`src/rtl/i2c_reg_bank.sv`:
```
// Register bank serving the i2c_slave reg_* handshake: ID, RO inputs, RW outputs.
// Define I2C_REG_BANK_EVENT_EN to add W1C event flags (0x01) with enable mask (0x02) and irq.
module i2c_reg_bank #(
  parameter int          ADDR_WIDTH = 8,
  parameter logic [7:0]  ID_VALUE   = 8'hA5,
  parameter int          NUM_RO     = 4,
  parameter int          NUM_RW     = 12,
  parameter int unsigned RO_BASE    = 32'h10,
  parameter int unsigned RW_BASE    = 32'h20,
  parameter logic [7:0]  RW_RESET   = 8'h00,
  parameter int          NUM_EVT    = 8
) (
  input  logic                  clock,
  input  logic                  reset,
  input  logic [ADDR_WIDTH-1:0] reg_address,
  input  logic                  reg_is_write,
  input  logic                  reg_request,
  input  logic [7:0]            reg_write_data,
  output logic                  reg_response,
  output logic [7:0]            reg_read_data,
  input  logic [NUM_RO*8-1:0]   ro_in,
  output logic [NUM_RW*8-1:0]   rw_out,
  output logic [NUM_RW-1:0]     rw_wstrobe,
  input  logic [NUM_EVT-1:0]    event_in,
  output logic                  irq,
  output logic                  access_error
);

  typedef enum logic [1:0] {
    IDLE,
    RESP,
    WAIT
  } state_t;

  state_t state_q, state_d;
  logic   exec;
  logic   wr_exec;
  logic   mapped;
  logic [7:0]        rd_data;
  logic [NUM_RW-1:0] rw_hit;
  logic [31:0]       addr_w;
  logic [7:0]        rw_q [NUM_RW];

`ifdef I2C_REG_BANK_EVENT_EN
  logic               stat_hit;
  logic               en_hit;
  logic [NUM_EVT-1:0] evt_status;
  logic [NUM_EVT-1:0] evt_enable;
  logic [NUM_EVT-1:0] evt_prev;
  logic [NUM_EVT-1:0] evt_clr;
`endif

  assign addr_w       = 32'(reg_address);
  assign reg_response = (state_q == RESP);
  assign wr_exec      = exec & reg_is_write;

  always_comb begin
    state_d = state_q;
    exec    = 1'b0;
    unique case (state_q)
      IDLE: if (reg_request) begin
        exec    = 1'b1;
        state_d = RESP;
      end
      RESP: state_d = WAIT;
      WAIT: if (!reg_request) state_d = IDLE;
      default: state_d = IDLE;
    endcase
  end

  // Full address compared; at most one window can match.
  always_comb begin
    mapped  = 1'b0;
    rd_data = 8'h00;
    rw_hit  = '0;
`ifdef I2C_REG_BANK_EVENT_EN
    stat_hit = (addr_w == 32'd1);
    en_hit   = (addr_w == 32'd2);
    if (stat_hit) begin
      mapped  = 1'b1;
      rd_data = 8'(evt_status);
    end
    if (en_hit) begin
      mapped  = 1'b1;
      rd_data = 8'(evt_enable);
    end
`endif
    if (addr_w == 32'd0) begin
      mapped  = 1'b1;
      rd_data = ID_VALUE;
    end
    for (int i = 0; i < NUM_RO; i++) begin
      if (addr_w == RO_BASE + 32'(i)) begin
        mapped  = 1'b1;
        rd_data = ro_in[8*i +: 8];
      end
    end
    for (int i = 0; i < NUM_RW; i++) begin
      if (addr_w == RW_BASE + 32'(i)) begin
        mapped    = 1'b1;
        rw_hit[i] = 1'b1;
        rd_data   = rw_q[i];
      end
    end
  end

  always_ff @(posedge clock) begin
    if (reset) begin
      state_q       <= IDLE;
      reg_read_data <= 8'h00;
      access_error  <= 1'b0;
      rw_wstrobe    <= '0;
      for (int i = 0; i < NUM_RW; i++) rw_q[i] <= RW_RESET;
    end else begin
      state_q      <= state_d;
      access_error <= exec & ~mapped;
      rw_wstrobe   <= wr_exec ? rw_hit : '0;
      if (exec && !reg_is_write) reg_read_data <= rd_data;
      for (int i = 0; i < NUM_RW; i++) begin
        if (wr_exec && rw_hit[i]) rw_q[i] <= reg_write_data;
      end
    end
  end

  for (genvar g = 0; g < NUM_RW; g++) begin : g_rw
    assign rw_out[8*g +: 8] = rw_q[g];
  end

`ifdef I2C_REG_BANK_EVENT_EN
  assign evt_clr = (wr_exec && stat_hit) ?
                   reg_write_data[NUM_EVT-1:0] : '0;

  // Set is ORed in after the clear so a same-cycle edge wins.
  always_ff @(posedge clock) begin
    if (reset) begin
      evt_status <= '0;
      evt_enable <= '0;
      evt_prev   <= '1;
      irq        <= 1'b0;
    end else begin
      evt_prev   <= event_in;
      evt_status <= (evt_status & ~evt_clr) | (event_in & ~evt_prev);
      if (wr_exec && en_hit) evt_enable <= reg_write_data[NUM_EVT-1:0];
      irq <= |(evt_status & evt_enable);
    end
  end
`else
  logic unused_evt;
  assign unused_evt = ^event_in;
  assign irq        = 1'b0;
`endif

endmodule

```
`config.mk`:
```
export PLATFORM = sky130hd
export DESIGN_NAME = i2c_reg_bank
export DESIGN_NICKNAME = d
export VERILOG_FILES = /design/src/rtl/i2c_reg_bank.sv
export SDC_FILE = /design/constraint.sdc
export NUM_CORES = 1
export LEC_CHECK = 0
export CAP_MARGIN = 10
export CORE_MARGIN = 1
export CORE_UTILIZATION = 30
export CTS_CLUSTER_SIZE = 25
export DETAILED_ROUTE_END_ITERATION = 8
export PLACE_DENSITY = 0.66
export SYNTH_ARGS = -nofsm -noshare
export SYNTH_HDL_FRONTEND = slang
export SYNTH_SLANG_ARGS = --single-unit
```
`constraint.sdc`:
```
create_clock -name clock -period 4.4 [get_ports clock]
set_clock_uncertainty 0.1 [all_clocks]
set_input_delay 0.66 -clock clock [delete_from_list [all_inputs] [get_ports clock]]
set_output_delay 0.66 -clock clock [all_outputs]
set_load 0.05 [all_outputs]
```
==> run_results.csv <==
group,metric,value,unit
status,status,"complete, no violations",
cells_and_area,antenna_cells,0,
floorplanning,start_util,0.306,
setup_path,startpoint,"reg_address[5]",
pwr,intPower,2340,uW
synthesis,synth-main-ff-cell,"edfxtp_1",
setup_path,startpoint_type,"input pin",
placement,dpl_cell_area,0.00765,sq mm
grt,grt-ovfl-total,0,
pwr,sw_frac_of_total,0.268,
timing,rsz0062_at_grt,"false",
synthesis,syn-mean-instance-area,10.7,sq um
setup_path,criticalPathCategory,"input pin to flip-flop",
setup_path,cp_max_fo,12,
hold_path,worstHoldPathCells,2,
hold_path,hold_class,"flip-flop to flip-flop",
timing,max_freq,300,MHz
cells_and_area,layout.nets,763,
pwr,pwr-share-clk,0.439,
cells_and_area,syn_to_final_growth,43.8,%
timing,setup_tns,0,ps
setup_path,r2r-start,"state_q[1]",
timing,drv_slew,0,
clock_network,cts.sinks,119,
synthesis,yosys_warnings,0,
synthesis,syn_area,0.00573,sq mm
clock_network,postCtsSetupBuffers,0,
synthesis,async_flop_share,0,
pwr,sequentialPowerShare,0.407,
synthesis,yosysMostFrequentCell,"nor2_1",
pwr,powerDensity,388,mW/mm^2
clock_network,clk_latency,420,ps
clock_network,cts.clk_slew.worst_paths,50,ps
synthesis,synth_top_area_frac,0.503,
timing,slew_headroom,0.434,
grt,first_global_vias,4912,
placement,place_hpwl,15800,um
synthesis,ys_ff_latch,119,
synthesis,synth.top_cells.by_area,"edfxtp_1 (50%), dfxtp_1 (8.0%), nor2_1 (7.5%), nand2b_1 (2.8%), nand2_1 (2.6%)",
floorplanning,core,0.0187,sq mm
setup_path,worstSetupEndpointType,"flip-flop",
setup_path,reg2reg_slack,1930,ps
synthesis,yosys.cell_types.count,62,
clock_network,cts_resized,0,
synthesis,synth_common_cells,"nor2_1 (115), edfxtp_1 (96), nand2_1 (39), nand2b_1 (26)",
timing,worst_pin_slew,848,ps
setup_path,r2r_cells,6,
pwr,pwr-share-comb,0.155,
clock_network,numCtsBuffers,17,
timing,final.period_utilization,0.757,
detailed_routing,dr.first_iter.drc_count,462,
cells_and_area,fin_area,0.00824,sq mm
flow_run,cap_violations,0,
hold_path,hold_start,"reg_read_data[1]",
synthesis,ys_seq_area_frac,0.583,
detailed_routing,ant_nets,0,
setup_path,arrival,3320,ps
synthesis,synth_top_area_cell,"edfxtp_1",
placement,portBuffers,169,
floorplanning,die_w,140,um
detailed_routing,drc,0,
detailed_routing,via_per_inst,5.37,
clock_network,htree_levels,4,
detailed_routing,wirelength,21400,um
clock_network,root_buffer,"clkbuf_16",
clock_network,ctsHoldBuffers,0,
detailed_routing,vias,5095,
floorplanning,dieArea,0.0197,sq mm
cells_and_area,drive_gt1_frac,0.0853,
synthesis,syn_nets,598,
grt,grt_max_degree,26,
grt,grt_pass1_wl,30700,um
placement,gp_congestion,0.909,
timing,finalCriticalPeriod,3330,ps
timing,hold_violations,0,
synthesis,syn_inst,538,
setup_path,required,4380,ps
clock_network,cts_tree,"done",
grt,grt_use_total,0.219,
pwr,p_leak,0.00288,uW
floorplanning,io-pin-count,179,
detailed_routing,firstDrtPassIters,5,
pwr,vdd_drop_max,0.000245,V
synthesis,synth_edf_count,96,
floorplanning,die_y,140,um
pwr,power_switching,856,uW
detailed_routing,avgRoutedWirePerCell,22.5,um
clock_network,clockBufferDepth,2,
cells_and_area,fillers,1741,
grt,antenna_found_initial,0,
floorplanning,rows,50,
timing,setup_viol,0,
==> registers in the layout, indices dropped and copies added, names as in the netlist <==
signal,count
rw_q,96
rw_wstrobe,12
reg_read_data,8
state_q,2
access_error,1
==> final timing paths <==
| kind | end |
|---|---|
| worst max-delay path | rw_q[1][14] |
| worst min-delay path | reg_read_data[1] |
| worst max register to register | rw_q[2][6] |
| worst min register to register | reg_read_data[1] |
==> metrics by stage <==
step	hold slack, ps	utilization	std cells	setup slack (ps)	power [uW]
after global placement	374	0.409	918	794	1810
after global routing	411	0.441	949	925	3260
after floorplan	385	-	538	1800	1600
final	401	0.441	949	1070	3200
after detailed placement	391	0.409	918	723	1810
after CTS	398	0.441	949	1170	3190
==> power groups by stage <==
stage	Sequential (uW)	Clock, uW	Combinational, uW
after floorplan	1470	0	130
after global placement	1320	0	490
after detailed placement	1320	0	491
after CTS	1300	1400	493
after global routing	1310	1440	513
final	1300	1400	495
==> cells in the final DEF, fill, tap and decap left out, types with 3 or more instances in the layout <==
cell type        Yosys  layout
nor3_1              12      12
clkbuf_16            0      17
inv_1               14      14
a22oi_1              6       6
and2_1               4       4
nand3_1             12      12
a21o_1               3       3
a221oi_1             3       3
bufinv_16            0       3
o21ai_0             21      21
clkdlybuf4s50_1      0     167
buf_4                1      15
mux2i_1             11      11
o32ai_1              5       5
edfxtp_1            96      96
nand2_1             39      39
a2111oi_0            4       4
mux4_2               6       6
o221ai_1             4       4
a211oi_1             8       8
mux2_2               7       7
nor2b_1              8       8
nand2b_1            26      26
clkbuf_1            23       4
clkinvlp_4           0       3
dfxtp_1             23      23
nor2_1             115     115
o22ai_1              9       9
a21oi_1             18      18
==> per-layer routing <==
layer	up-vias	track usage	wire, um
met5	-	0	0
met4	0	0.106	721
met3	44	0.0643	2140
met2	319	0.333	9540
met1	2436	0.284	9000
li1	2296	-	-
==> critical path, cell delays in order <==
cell,delay (ps)
clkdlybuf4s50_1,690
nor4b_4,500
and2_0,620
nand2_1,420
nand2b_1,420
==> kinds of logic (layout without fill, tap and decap cells) <==
kind of cell,Yosys count,in the layout,synth area share
simple gates,231,231,0.184
mux,24,24,0.0566
flops,119,119,0.583
compound gates,110,110,0.136
buf+inv,53,230,0.0389
other cells,1,1,0.000654
==> layout make-up <==
cell class / instances / area (sq um) / area share
Timing Repair Buffer: 184 / 1790 / 0.218
Inverter: 15 / 56.3 / 0.00683
Tap cell: 234 / 293 / 0.0355
Sequential cell: 119 / 3340 / 0.406
Clock buffer: 23 / 468 / 0.0568
Multi-Input combinational cell: 366 / 2160 / 0.263
Clock inverter: 8 / 123 / 0.0149
Power figures use the tool's default switching activity.
